**config.mk**
```make
export PLATFORM = sky130hd
export DESIGN_NAME = lesson_sequencer
export DESIGN_NICKNAME = d
export VERILOG_FILES = /design/src/rtl/lesson_sequencer.sv
export SDC_FILE = /design/constraint.sdc
export NUM_CORES = 1
export LEC_CHECK = 0
export BUFFER_PORTS_ARGS = -buffer_cell sky130_fd_sc_hd__buf_2
export CELL_PAD_IN_SITES_DETAIL_PLACEMENT = 1
export CELL_PAD_IN_SITES_GLOBAL_PLACEMENT = 2
export CORE_ASPECT_RATIO = 2
export CORE_UTILIZATION = 36
export DETAILED_ROUTE_END_ITERATION = 7
export GPL_ROUTABILITY_DRIVEN = 0
export PLACE_DENSITY = 0.82
export SYNTH_ARGS = -nofsm -noshare
export SYNTH_HDL_FRONTEND = slang
export SYNTH_SLANG_ARGS = --single-unit
```
**constraint.sdc**
```tcl
create_clock -name CLK -period 4.95 [get_ports CLK]
set_input_delay 1.485 -clock CLK [delete_from_list [all_inputs] [get_ports CLK]]
set_output_delay 1.485 -clock CLK [all_outputs]
set_load 0.05 [all_outputs]
```
**src/rtl/lesson_sequencer.sv**
```systemverilog
// Lesson-mode sequencer: walks the player through the Ode to Joy phrase,
// lights the LED of the expected key, judges debounced presses, counts
// mistakes and blinks a hint after a period without a press.
//
// state          | meaning
// ---------------+--------------------------------------------------
// S_IDLE         | no lesson running, LEDs dark, waiting for START
// S_WAIT_PRESS   | guide LED lit (may blink as a hint), next press judged
// S_WAIT_RELEASE | press judged, waiting for all keys released
// S_DONE         | phrase finished, all LEDs lit until START/RESET
module lesson_sequencer #(
  parameter int SONG_LEN   = 15,
  parameter int HINT_TICKS = 8,
  parameter int MISS_W     = 4
) (
  input  logic              CLK,
  input  logic              RESET,
  input  logic              START,
  input  logic              TICK,
  input  logic [3:0]        note,
  output logic [7:0]        Led,
  output logic [3:0]        expect_note,
  output logic [3:0]        index,
  output logic [MISS_W-1:0] mistakes,
  output logic              correct,
  output logic              wrong,
  output logic              done
);

  localparam logic [1:0] S_IDLE         = 2'd0;
  localparam logic [1:0] S_WAIT_PRESS   = 2'd1;
  localparam logic [1:0] S_WAIT_RELEASE = 2'd2;
  localparam logic [1:0] S_DONE         = 2'd3;

  localparam logic [3:0]        LAST_IDX = 4'(SONG_LEN - 1);
  localparam logic [7:0]        HINT_MAX = 8'(HINT_TICKS);
  localparam logic [MISS_W-1:0] MISS_MAX = {MISS_W{1'b1}};

  logic [1:0]        state_q,   state_d;
  logic [3:0]        index_q,   index_d;
  logic [MISS_W-1:0] miss_q,    miss_d;
  logic [7:0]        hint_q,    hint_d;
  logic              blink_q,   blink_d;
  logic              adv_q,     adv_d;
  logic              correct_q, correct_d;
  logic              wrong_q,   wrong_d;

  logic [3:0] note_v;
  logic [3:0] cur_code;
  logic [7:0] cur_led;

  function automatic logic [3:0] rom_code(input logic [3:0] idx);
    logic [3:0] code;
    case (idx)
      4'd0, 4'd1, 4'd6, 4'd11, 4'd12: code = 4'd3;
      4'd2, 4'd5:                     code = 4'd4;
      4'd3, 4'd4:                     code = 4'd5;
      4'd7, 4'd10, 4'd13, 4'd14:      code = 4'd2;
      4'd8, 4'd9:                     code = 4'd1;
      default:                        code = 4'd0;
    endcase
    return code;
  endfunction

  // Code k lights bit (8-k) so the LED order follows the switch order.
  function automatic logic [7:0] key_onehot(input logic [3:0] code);
    logic [7:0] led;
    case (code)
      4'd1:    led = 8'b1000_0000;
      4'd2:    led = 8'b0100_0000;
      4'd3:    led = 8'b0010_0000;
      4'd4:    led = 8'b0001_0000;
      4'd5:    led = 8'b0000_1000;
      4'd6:    led = 8'b0000_0100;
      4'd7:    led = 8'b0000_0010;
      4'd8:    led = 8'b0000_0001;
      default: led = 8'b0000_0000;
    endcase
    return led;
  endfunction

  assign note_v   = (note >= 4'd1 && note <= 4'd8) ? note : 4'd0;
  assign cur_code = rom_code(index_q);
  assign cur_led  = key_onehot(cur_code);

  // Next-state logic: START overrides every other event in the same cycle.
  always_comb begin
    state_d   = state_q;
    index_d   = index_q;
    miss_d    = miss_q;
    hint_d    = hint_q;
    blink_d   = blink_q;
    adv_d     = adv_q;
    correct_d = 1'b0;
    wrong_d   = 1'b0;
    if (START) begin
      state_d = S_WAIT_PRESS;
      index_d = 4'd0;
      miss_d  = '0;
      hint_d  = 8'd0;
      blink_d = 1'b0;
      adv_d   = 1'b0;
    end else begin
      case (state_q)
        S_WAIT_PRESS: begin
          if (note_v != 4'd0) begin
            if (note_v == cur_code) begin
              correct_d = 1'b1;
              adv_d     = 1'b1;
            end else begin
              wrong_d = 1'b1;
              adv_d   = 1'b0;
              if (miss_q != MISS_MAX) miss_d = miss_q + MISS_W'(1);
            end
            state_d = S_WAIT_RELEASE;
          end else if (TICK) begin
            hint_d = (hint_q == HINT_MAX) ? hint_q : hint_q + 8'd1;
            // Blinking starts on the tick that reaches the threshold, so the
            // LED stays lit on that tick and goes dark on the following one.
            if (hint_d == HINT_MAX) blink_d = ~blink_q;
          end
        end
        S_WAIT_RELEASE: begin
          if (note_v == 4'd0) begin
            hint_d  = 8'd0;
            blink_d = 1'b0;
            if (adv_q && index_q == LAST_IDX) begin
              state_d = S_DONE;
            end else begin
              if (adv_q) index_d = index_q + 4'd1;
              state_d = S_WAIT_PRESS;
            end
          end
        end
        default: ;
      endcase
    end
  end

  // State and pulse registers, cleared asynchronously on RESET.
  always_ff @(posedge CLK or posedge RESET) begin
    if (RESET) begin
      state_q   <= S_IDLE;
      index_q   <= 4'd0;
      miss_q    <= '0;
      hint_q    <= 8'd0;
      blink_q   <= 1'b0;
      adv_q     <= 1'b0;
      correct_q <= 1'b0;
      wrong_q   <= 1'b0;
    end else begin
      state_q   <= state_d;
      index_q   <= index_d;
      miss_q    <= miss_d;
      hint_q    <= hint_d;
      blink_q   <= blink_d;
      adv_q     <= adv_d;
      correct_q <= correct_d;
      wrong_q   <= wrong_d;
    end
  end

  // Output decode from registered state only.
  always_comb begin
    Led         = 8'h00;
    expect_note = 4'd0;
    case (state_q)
      S_WAIT_PRESS: begin
        expect_note = cur_code;
        if (hint_q == HINT_MAX) Led = blink_q ? cur_led : 8'h00;
        else                    Led = cur_led;
      end
      S_WAIT_RELEASE: begin
        expect_note = cur_code;
        Led         = cur_led;
      end
      S_DONE:  Led = 8'hFF;
      default: ;
    endcase
  end

  assign index    = index_q;
  assign mistakes = miss_q;
  assign correct  = correct_q;
  assign wrong    = wrong_q;
  assign done     = (state_q == S_DONE);

endmodule
```
==> results.toml <==
[outcome]
outcome = "finished clean"

[clock_network]
postCtsHoldBufs = 0
htreeDepth = 1
path_clk_slew_ns = 0.08
cts_buffer_depth = 2
cts-resized-gates = 0
tritoncts = "built"
clock_latency_ns = 0.26
cts_buffers = 3
cts.sinks = 22
cts_root_buffer = "clkbuf_8"
postCtsSetupBuffers = 0

[hold_path]
hp-class = "flop to flop"
worstHoldStart = "adv_q"
hold_end = "adv_q"
holdPathStages = 2

[final_layout]
nets = 238
final_common_cell = "buf_2"
fin_util_pct = 43.3
post_route_cells_drive_above_1_share_pct = 22.5
regArea_um2 = 551
fillers = 540
fin_cells = 272
multiInputGateArea_um2 = 1030
layout_common_cells = "buf_2 (29), dfrtp_1 (22), nand2_1 (21), o21ai_0 (19), inv_1 (14)"
syn_to_final_growth_pct = 13.6
antenna_cells = 0

[timing]
tightest_slew_ns = 0.892
maxSlewViolCount = 0
slew_headroom_pct = 40.5
hold_slack_ns = 0.551
fin_worst_skew_ns = 0.00310
setup_violations = 0
hold_violations = 0
fin_ws_ns = 1.10
fmax_mhz = 260
finalCritPeriodShare_pct = 77.8
period_minus_slack_ns = 3.85
finalSetupTns_ns = 0
rsz0062_at_grt = "false"

[global_routing]
grt_max_degree = 23
overflow = 0
grt_pass1_wl_mm = 7.83
grt_pass1_vias = 1638
grt_usage_pct = 20.7
grt_antenna_before_repair = 0

[logic_synthesis]
yosysSeqAreaShare_pct = 32.9
ys_types = 53
synth_edf_count = 0
synth_area_leader_cell = "dfrtp_1"
synth_seq_cells = 22
synth_cells = 190
syn_area_um2 = 1670
ys_async_sr_fraction_pct = 100
avgSynthCellArea_um2 = 8.80
ys_top_cells_by_area = "dfrtp_1 (33%), ha_1 (8.2%), o21ai_0 (5.7%)"
ys_warn_count = 0
syn-num-nets = 209
yosysTopAreaCellShare_pct = 32.9
ys.flop_type = "dfrtp_1"

[detailed_routing]
avgRoutedWirePerCell_um = 17.1
viasPerCell = 5.63
route.vias.total = 1531
drt_iter0_drc = 14
drcViolationCount = 0
firstDrtPassIters = 5
antenna_left = 0
wl_mm = 4.64

[setup_path]
cp_slowest_cell = "dfrtp_1"
cp_top_family = "simple AND/OR/NAND/NOR gates"
crit_arrival_ns = 2.36
rrSetupSlack_ns = 2.30
worst-setup-path-type = "flop to primary output"
critPathMaxStageDelay_ns = 0.48
ff2ff_path_depth = 7
path_cells = "inv_1, ha_1, nor4bb_1, nand2_1, o21ai_0, a21oi_1, nand2_1, o21ai_0, buf_2"
worst-endpoint-required_ns = 3.46
crit_buf_inv = 2
crit_path_end_kind = "primary output"
reg2reg_to = "mistakes[0]"
start_kind = "flop"
crit_path_max_fanout = 8
r2r_start = "index[1]"

[floorplan]
core_area_um2 = 4380
fp.dieArea_um2 = 4940
io-pin-count = 31
die_h_um = 98.4
placementRows = 34
start_util_pct = 38.1
die_x_um = 50.2

[job]
maxCapViolations = 0

[power]
vdd_ir_drop_max_v = 0.000205
leakage_nw = 0.908
powerDensity_nw_per_um2 = 364

[place]
dpl.cell_count = 268
place_ws_ns = 1.43
dpl.hpwl_mm = 3.69
port_buffers = 29
layout make-up:
cell class                 instances  share of cell area [%]
multi-input combinational        149                    54.2
sequential                        22                    29.0
tap                               54                    3.56
inverter                          14                    2.77
clock buffer                       4                    2.90
timing repair buffer              29                    7.64
worst reg2reg max path, delay by kind of cell, from the launching register on:
kind / cells / cell delay (ns)
AOI/OAI and AO/OA: 4 / 1.19
adders and majority gates: 1 / 0.37
DFF: 1 / 0.50
muxes: 1 / 0.33
and+or+nand+nor: 1 / 0.16
where the power goes:
group	internal, mW	switching, mW
Sequential	0.192	0.0194
Combinational	0.0933	0.257
Clock	0.0709	0.0594
cell usage after synthesis (2+ instances only):
| library cell | instances |
|---|---|
| nor2_1 | 12 |
| o31ai_1 | 4 |
| inv_1 | 14 |
| nand2b_1 | 3 |
| buf_4 | 2 |
| nand4_1 | 5 |
| ha_1 | 11 |
| xor2_1 | 5 |
| and3_1 | 5 |
| a21oi_1 | 7 |
| nor3_1 | 4 |
| nand3_1 | 10 |
| nor2b_1 | 2 |
| mux2i_1 | 3 |
| nand2_1 | 21 |
| and2_1 | 2 |
| o21ai_0 | 19 |
| nor4bb_1 | 2 |
| and3_2 | 2 |
| a311oi_2 | 3 |
| dfrtp_1 | 22 |
metrics by stage:
step                power (mW)  cell area [um2]
CTS                      0.701             1900
global placement         0.557             1840
detailed placement       0.567             1840
global route             0.729             1900
finish                   0.692             1900
floorplan                0.486             1670
cells by family (layout without fill, tap and decap cells):
family	Yosys count	after routing	share of synthesized area, %
multiplexers	4	4	2.69
buffers and inverters	19	47	5.54
XOR/XNOR	6	6	3.14
AO/OA/AOI/OAI	48	48	21.6
adder cells (fa/ha/maj)	11	11	8.23
other	1	1	0.224
AND/OR/NAND/NOR	79	79	25.6
flip-flops	22	22	32.9
worst max path at each step:
stage,startpoint,to,cells past startpoint
after floorplan,index[1],Led[4],5
after global placement,hint_q[0],Led[5],9
after detailed placement,hint_q[0],Led[5],9
after CTS,hint_q[0],Led[5],9
after global routing,hint_q[0],Led[5],9
final,hint_q[0],Led[5],9
sequential cells by signal, summed over array words and instances (netlist names):
name,cells
mistakes,4
state_q,2
correct,1
wrong,1
hint_q,8
blink_q,1
adv_q,1
index,4
layer usage:
| layer | up-vias | track usage, % | wire length (um) |
|---|---|---|---|
| met1 | 757 | 19.9 | 1720 |
| met2 | 27 | 42.6 | 2740 |
| met5 | - | 0 | 0 |
| met3 | 8 | 0.935 | 84 |
| li1 | 739 | - | - |
| met4 | 0 | 7.25 | 93 |
(Power assumes the default switching activity.)
